==> config.mk <==
export PLATFORM = sky130hd
export DESIGN_NAME = bound_flasher
export DESIGN_NICKNAME = d
export VERILOG_FILES = /design/src/rtl/bound_flasher_pkg.sv /design/src/rtl/bound_flasher.sv
export SDC_FILE = /design/constraint.sdc
export NUM_CORES = 1
export LEC_CHECK = 0
export CORE_UTILIZATION = 55
export DETAILED_ROUTE_END_ITERATION = 16
export PLACE_DENSITY_LB_ADDON = 0.2
export SETUP_SLACK_MARGIN = 0.1
export SYNTH_ARGS = -nofsm -noshare
export SYNTH_HDL_FRONTEND = slang
export SYNTH_SLANG_ARGS = --single-unit
export TNS_END_PERCENT = 100
==> constraint.sdc <==
create_clock -name clk -period 3.84 [get_ports clk]
set_clock_uncertainty 0.1 [all_clocks]
set_input_delay 0.96 -clock clk [delete_from_list [all_inputs] [get_ports clk]]
set_output_delay 0.96 -clock clk [all_outputs]
set_load 0.05 [all_outputs]
==> src/rtl/bound_flasher_pkg.sv <==
// Shared types and bound constants for the bound flasher lamp sequencer.
package bound_flasher_pkg;

  localparam int LED_W = 16;

  localparam logic [LED_W-1:0] B5   = 16'h003F;
  localparam logic [LED_W-1:0] B10  = 16'h07FF;
  localparam logic [LED_W-1:0] LOW5 = 16'h001F;
  localparam logic [LED_W-1:0] FULL = 16'hFFFF;

  typedef enum logic [2:0] {
    IDLE,
    UP5,
    DN0,
    UP10,
    DN5,
    UP15,
    BLINK
  } state_t;

endpackage

==> src/rtl/bound_flasher.sv <==
// Thermometer-code lamp sequencer with flick kickback; led registered, one step per edge.
// Zero-latency response to flick on the sampling edge; no backpressure (free-running).
module bound_flasher
  import bound_flasher_pkg::*;
(
  input  logic              clk,
  input  logic              rst,
  input  logic              flick,
  output logic [LED_W-1:0]  led
);

  state_t             state_q, state_d;
  logic [LED_W-1:0]   led_q, led_d;
  logic               phase_q, phase_d;
  logic [LED_W-1:0]   shift_in, shift_out;
  logic               kick;

  always_comb begin
    state_d   = state_q;
    led_d     = led_q;
    phase_d   = phase_q;
    shift_in  = {led_q[LED_W-2:0], 1'b1};
    shift_out = {1'b0, led_q[LED_W-1:1]};
    // Kickback only fires at the two lower bounds, never mid-ramp.
    kick      = flick && ((led_q == B5) || (led_q == B10));

    case (state_q)
      IDLE: begin
        if (flick) begin
          led_d   = {{(LED_W-1){1'b0}}, 1'b1};
          state_d = UP5;
        end
      end
      UP5: begin
        if (led_q == B5) begin
          led_d   = shift_out;
          state_d = DN0;
        end else begin
          led_d = shift_in;
        end
      end
      DN0: begin
        if (led_q == '0) begin
          led_d   = {{(LED_W-1){1'b0}}, 1'b1};
          state_d = UP10;
        end else begin
          led_d = shift_out;
        end
      end
      UP10: begin
        if (kick) begin
          led_d   = shift_out;
          state_d = DN0;
        end else if (led_q == B10) begin
          led_d   = shift_out;
          state_d = DN5;
        end else begin
          led_d = shift_in;
        end
      end
      DN5: begin
        if (led_q == LOW5) begin
          led_d   = B5;
          state_d = UP15;
        end else begin
          led_d = shift_out;
        end
      end
      UP15: begin
        if (kick) begin
          led_d   = shift_out;
          state_d = DN5;
        end else if (led_q == FULL) begin
          led_d   = '0;
          phase_d = 1'b0;
          state_d = BLINK;
        end else begin
          led_d = shift_in;
        end
      end
      BLINK: begin
        if (!phase_q) begin
          led_d   = FULL;
          phase_d = 1'b1;
        end else begin
          led_d   = '0;
          phase_d = 1'b0;
          state_d = IDLE;
        end
      end
      default: begin
        led_d   = '0;
        phase_d = 1'b0;
        state_d = IDLE;
      end
    endcase
  end

  always_ff @(posedge clk) begin
    if (rst) begin
      state_q <= IDLE;
      led_q   <= '0;
      phase_q <= 1'b0;
    end else begin
      state_q <= state_d;
      led_q   <= led_d;
      phase_q <= phase_d;
    end
  end

  assign led = led_q;

endmodule

# ---- Word level (Yosys, flattened, before mapping)
# Cells that the tools add are included.
dict set report word_totals {
  ramBits 0
  latch_bits 0
  romBits 0
  wordCells 54
  regBits 20
  inputBits 3
  out_inout_bits 16
  mem_count 0
}
dict set report classes {
  add_sub_neg 0
  bitwise 1
  div 0
  muxes 24
  n_reduce_logical 7
  n_shift 0
  mul 0
  n_lt_le_gt_ge 0
  eq_ne 19
}
# operator n
set op_table {}
lappend op_table {{$mux 16} 7}
lappend op_table {{$pmux 16 s7} 1}
lappend op_table {{$mux 15} 2}
lappend op_table {{$mux 3} 9}
lappend op_table {{$pmux 3 s7} 1}
lappend op_table {{$eq 16x11->1 const B} 1}
lappend op_table {{$eq 16x16->1 const B} 1}
lappend op_table {{$eq 16x5->1 const B} 1}
lappend op_table {{$eq 16x6->1 const B} 1}
lappend op_table {{$logic_not 16->1} 1}
lappend op_table {{$ne 2x2->1 const B} 7}
lappend op_table {{$eq 3x3->1 const B} 3}
lappend op_table {{$reduce_and 7->1} 1}
lappend op_table {{$eq 3x2->1 const B} 2}
lappend op_table {{$ne 3x3->1 const B} 2}
lappend op_table {{$reduce_or 5->1} 1}
lappend op_table {{$eq 3x1->1 const B} 1}
lappend op_table {{$logic_not 3->1} 1}
lappend op_table {{$mux 1} 3}
lappend op_table {{$pmux 1 s3} 1}
lappend op_table {{$reduce_and 3->1} 1}
lappend op_table {{$logic_and 1x1->1} 1}
lappend op_table {{$logic_or 1x1->1} 1}
lappend op_table {{$not 1->1} 1}

# ---- Longest topological paths before layout
# Gate-level depths: netlist (run 1).
dict set report depth {
  depth_word 5
  ltp_mapped 8
  mapped_depth_nobuf 6
}

# ---- Least setup slack after synthesis (run 1)
# OpenSTA, ideal clock, no wires.
dict set report synth_path {
  path_type {flip-flop to flip-flop}
  start {reg led_q[15], in the netlist led[15]}
  end {reg state_q[1]}
  setup_slack_ns 1.227
  setup_time_ns 0.123
  required_time_ns 3.617
  n_path_buf 0
  path_stages_with_launch 7
  arrival_time_ns 2.390
  synth_period_minus_slack_ns 2.613
  cell_sequence {dfxtp_1 > or4_4 > nor2_2 > nand4_1 > a211o_1 > nor4_2 > mux2_1}
}
dict set report synth_via {
  elab_chain_cells 5
  word_cells_on_any_way 16
  classes_between {9 x eq/ne; 3 x mux; 4 x reduce/logical}
}
# item line
set synth_rtl {}
lappend synth_rtl {{start, declared} bound_flasher.sv:13} ;# logic [LED_W-1:0] led_q, led_d;
lappend synth_rtl {{start signal, assigned} bound_flasher.sv:106} ;# led_q <= led_d;
lappend synth_rtl {{$eq 16x6->1 / $eq 16x11->1 (equally long branches)} {bound_flasher.sv:25, bound_flasher.sv:35, bound_flasher.sv:54}}
lappend synth_rtl {{$logic_or 1x1->1} bound_flasher.sv:25} ;# kick = flick && ((led_q == B5) || (led_q == B10));
lappend synth_rtl {{$logic_and 1x1->1} bound_flasher.sv:25}
lappend synth_rtl {{$ne 3x3->1 (no source line), or another cell as far along} -}
lappend synth_rtl {{$reduce_and 7->1 (no source line) / $pmux 3 s7 (equally long branches)} -}
lappend synth_rtl {{end signal, assigned} bound_flasher.sv:105} ;# state_q <= state_d;
lappend synth_rtl {{end, declared} bound_flasher.sv:12} ;# state_t state_q, state_d;
# Parallel ways exist; a longest one is shown, timed or not.
# A chain may end at the register's enable or synchronous reset.

# ---- Worst setup path in the final report (run 1)
dict set report layout_path {
  start {reg led_q[10], in the netlist led[10]}
  end {out led[10]}
}
# item line
set layout_lines {}
lappend layout_lines {{end, declared} bound_flasher.sv:9} ;# output logic [LED_W-1:0] led
# No word-level cell between the ends.

==> results of run 1 <==
layer usage:
layer | vias up | GRT usage, %
met5 | - | 0
met1 | 799 | 43.8
met3 | 9 | 3.11
met4 | 0 | 10.5
li1 | 788 | -
met2 | 61 | 50.6
cells by family (layout without fill, tap and decap cells):
logic type,after synthesis,count (layout),share of synthesized area [%]
AND/OR/NAND/NOR,83,83,31.8
AO/OA/AOI/OAI,76,76,34.4
flip-flops,20,20,27.2
buffers and inverters,14,27,3.66
multiplexers,4,4,2.98
layout make-up:
type                       count  area, µm²  share of cell area, %
timing repair buffer          21        203                   11.8
inverter                       2       7.51                  0.435
multi-input combinational    163       1020                   59.4
clock inverter                 1       30.0                   1.74
sequential                    20        400                   23.2
tap                           30       37.5                   2.18
clock buffer                   3       22.5                   1.31
worst paths after layout:
| path | start | to | slack [ns] |
|---|---|---|---|
| setup / recovery | led[10] | led[10] | 0.79 |
| hold reg to reg | led[14] | led[15] | 0.45 |
| hold / removal | led[14] | led[15] | 0.45 |
| setup reg to reg | led[15] | state_q[1] | 1.18 |
report_power, final:
group | total (mW) | internal [mW] | switching, mW
registers | 0.280 | 0.224 | 0.0559
clock network | 0.179 | 0.106 | 0.0730
logic | 0.276 | 0.0965 | 0.179
total | 0.734 | 0.426 | 0.308
cells in the mapped netlist, types with 2 or more instances:
library cell,number,area share (%)
a31o_2,2,1.2
nor4_1,2,0.85
o21a_1,2,1.0
clkbuf_1,10,2.6
nand3_1,7,2.4
nand4_1,4,1.7
nor2_2,2,0.85
a21oi_1,24,8.2
nand2b_1,9,3.8
nor2b_1,2,0.85
a31oi_1,11,4.7
o2bb2ai_1,2,1.2
nor3_1,4,1.4
a221o_1,4,2.7
inv_1,2,0.51
nand2_1,15,3.8
o21ai_0,12,4.1
mux2_2,2,1.5
dfxtp_1,20,27
or4_4,2,1.5
a211o_1,2,1.2
and3_1,2,0.85
a221oi_1,6,3.6
and2_1,2,0.85
nor2_1,21,5.4
o211ai_1,2,1.0
sequential cells by signal, indices dropped and copies added, names as in the netlist:
register,flops
state_q,3
led,16
phase_q,1
==> results.txt, run 1 <==
status = finished, final reports clean
post-route insts no fill = 240
Unique masters post-synth = 50
Syn Inst Count = 197
Congestion Overflow GR = 0
EDFF count, synth = 0
Pleak = 0.551 nW
slowest CP cell = clkdlybuf4s50_1
PwrDens = 426 nW/µm²
Setup Crit Path Kind = reg2out
startpoint types = register
number of remaining DRC errors = 0
Mapped Area = 1470 µm²
Yosys warnings = 0
Placed Area = 1670 µm²
Slew @ Worst Pin = 0.716 ns
DRT Wirelength = 4360 µm
IO buf count = 18
Main synth FF type = dfxtp_1
met1 WL = 1960 µm
Synth async-reset ratio = 0%
most frequent cells in the layout = a21oi_1, nor2_1, dfxtp_1, clkdlybuf4s50_1, nand2_1
first-pass GRT wire length = 6600 µm
CP Capture Type = output pin
HP Class = reg2reg
clk root buf = clkbuf_4
fmax = 328 MHz
Largest delay share family, worst path = buffers and inverters
final worst slack = 0.792 ns
critical path required time = 2.78 ns
Layout area overhead = 17.2%
WL met3 = 253 µm
dpl ws = 0.611 ns
WP depth = 1
die height = 53.7 µm
syn nets = 200
most common cell after layout, fill and taps aside = a21oi_1
die footprint = 2890 µm²
diode count = 0
FP Rows = 18
I/O Pins = 19
Max clock buf depth = 2
placed cells = 236
layout cells sized above 1 = 11.0%
top layer in use = met4
clock latency on the worst-skew pair = 0.31 ns
Util after Layout = 69.0%
CP max stage delay = 0.92 ns
crit path time final = 3.05 ns
vias in the first global route = 1383
Post-DP HPWL = 3040 µm
Die X = 53.7 µm
cell count of the worst reg-to-reg path = 6
cell breakdown of the critical path = clkdlybuf4s50_1
Via density = 6.90
max_cap viols = 0
Clock transition at path regs = 0.12 ns
antenna violations before repair = 0
Final nets = 214
# setup viols final = 0
largest net degree at the start of global routing = 20
DR iter-0 viols = 69
Avg Inst Size Synth = 7.47 µm²
flop and latch count out of synthesis = 20
drt first pass iters = 4
CTS H-tree depth = 1
overall power = 0.734 mW
setup repair bufs after CTS = 0
RePlAce Congestion = 0.946
post-route ant nets = 0
Total GRT Usage = 31.6%
Initial Util = 58.9%
Fin Setup TNS = 0 ns
Fin Hold WS = 0.450 ns
CTS Hold Bufs = 0
Final Hold Fails = 0
Slew HR = 51.9%
cts repair resizes = 0
CTS Buf Count = 3
fin area = 1720 µm²
final period utilization = 79.4%
CP Buf/Inv Count = 1
crit path DAT = 1.99 ns
hold depth = 2
vias = 1657
crit-path max FO = 14
Worst VDD drop = 0.365 mV
Seq/Total Area, Yosys = 27.2%
core box area = 2500 µm²
average wire per standard cell = 18.2 µm
sinks on the clock net = 20
Fillers = 228
count of pins over their slew limit = 0
CTS tree = done
RSZ-0062 raised after global routing = no
met2 wire length = 2070 µm
Note: power is estimated with default switching activity, not from simulation.
==> run 2: changes to the inputs <==
==> constraint.sdc (replaced) <==
create_clock -name clk -period 3.2 [get_ports clk]
set_clock_uncertainty 0.1 [all_clocks]
set_input_delay 0.8 -clock clk [delete_from_list [all_inputs] [get_ports clk]]
set_output_delay 0.8 -clock clk [all_outputs]
set_load 0.05 [all_outputs]
==> results.txt, run 2 (synthesis gave the netlist of run 1 again) <==
CTS tree = done
Seq pwr share = 36.3%
Post-DP HPWL = 3100 µm
sinks on the clock net = 20
most common cell after layout, fill and taps aside = a21oi_1
fin area = 1750 µm²
Comb pwr share = 40.5%
clock latency on the worst-skew pair = 0.30 ns
drt first pass iters = 5
# setup viols final = 0
slowest CP cell = or4_4
Max clock buf depth = 2
max_cap viols = 0
Total GRT Usage = 33.2%
HP Class = reg2reg
Placed Area = 1690 µm²
Slew HR = 56.6%
startpoint types = register
Clock transition at path regs = 0.11 ns
Layout area overhead = 18.7%
Pint = 0.518 mW
area of the multi-input gates = 1020 µm²
post-route ant nets = 0
worst r2r dst = state_q[1]
Crit. Startpoint = led[15]
CTS Buf Count = 3
Sw Pwr = 0.367 mW
layout cells sized above 1 = 12.2%
status = finished, final reports clean
storage element area = 400 µm²
vias = 1671
largest net degree at the start of global routing = 20
crit path DAT = 2.79 ns
clk root buf = clkbuf_4
hold depth = 2
first-pass GRT wire length = 6970 µm
min-delay src = led[12]
die height = 53.7 µm
most frequent cells in the layout = a21oi_1, nor2_1, dfxtp_1, clkdlybuf4s50_1, nand2_1
sw frac = 41.5%
max reg flops = 16
RePlAce Congestion = 1.02
fmax = 372 MHz
hold endpoint = led[13]
Fin Setup TNS = 0 ns
I/O Pins = 19
DRT Wirelength = 4360 µm
Pleak = 0.567 nW
DR iter-0 viols = 118
Util after Layout = 69.9%
Fillers = 215
final period utilization = 84.0%
PwrDens = 507 nW/µm²
cts repair resizes = 0
IO buf count = 18
number of remaining DRC errors = 0
CP Capture Type = register
Final Hold Fails = 0
antenna violations before repair = 0
Slew @ Worst Pin = 0.651 ns
die footprint = 2890 µm²
Setup Crit Path Kind = reg2reg
RSZ-0062 raised after global routing = no
Die X = 53.7 µm
setup repair bufs after CTS = 0
crit-path max FO = 9
Initial Util = 58.9%
core box area = 2500 µm²
cell breakdown of the critical path = or4_4, nor2_2, nand4_1, a211o_1, nor4_2, mux2_1
r2r setup slk = 0.51 ns
Via density = 6.88
CP max stage delay = 0.58 ns
average wire per standard cell = 17.9 µm
crit path time final = 2.69 ns
Final nets = 217
critical path required time = 3.30 ns
FF-to-FF Start = led[15]
CTS Hold Bufs = 0
diode count = 0
Clk pwr share = 23.2%
Congestion Overflow GR = 0
FP Rows = 18
Worst VDD drop = 0.425 mV
count of pins over their slew limit = 0
cell count of the worst reg-to-reg path = 6
vias in the first global route = 1494
CTS H-tree depth = 1
[run 2: cell count changes in the layout (fill, tap and decap cells not counted), sizes merged]
cell and delta:
buf +3
[run 2: worst max-delay path, delay by kind of cell, from the launching register on]
family / cells / cell delay, ns
AO/OA/AOI/OAI: 1 / 0.42
flip-flops: 1 / 0.37
AND/OR/NAND/NOR: 4 / 1.36
multiplexers: 1 / 0.34
[run 2: layout make-up]
type | count | area share (%)
well taps | 30 | 2.15
clock inverters | 1 | 1.72
flip-flops and latches | 20 | 22.9
repair buffers | 24 | 12.9
inverters | 2 | 0.430
clock buffers | 3 | 1.29
multi-input cells | 163 | 58.6
[run 2: worst max path at each step]
stage / slack, ns / end
after floorplan: 0.59 / state_q[1]
after global placement: 0.37 / state_q[1]
after detailed placement: 0.34 / state_q[1]
after CTS: 0.53 / led[10]
after global routing: 0.39 / state_q[1]
final: 0.51 / state_q[1]
[run 2: metal layers]
layer	global-route usage [%]	part of all wire (%)
met1	44.9	44
met2	51.4	44
met3	5.08	9.2
met4	14.5	2.0
met5	0	0
[run 2: stage by stage]
step / instances / worst slack [ns] / hold WS, ns / power (mW)
2_1_floorplan: 197 / 0.587 / 0.423 / 0.568
3_3_place_gp: 239 / 0.370 / 0.419 / 0.664
3_5_place_dp: 239 / 0.339 / 0.432 / 0.672
4_1_cts: 243 / 0.526 / 0.458 / 0.880
5_1_grt: 243 / 0.392 / 0.499 / 0.927
6_report: 243 / 0.514 / 0.452 / 0.885
[run 2: power by group through the flow]
stage | logic (mW) | registers (mW) | clock network (mW)
floorplan | 0.249 | 0.319 | 0
global placement | 0.342 | 0.322 | 0
detailed placement | 0.348 | 0.324 | 0
CTS | 0.349 | 0.318 | 0.212
global route | 0.381 | 0.325 | 0.221
finish | 0.358 | 0.321 | 0.206
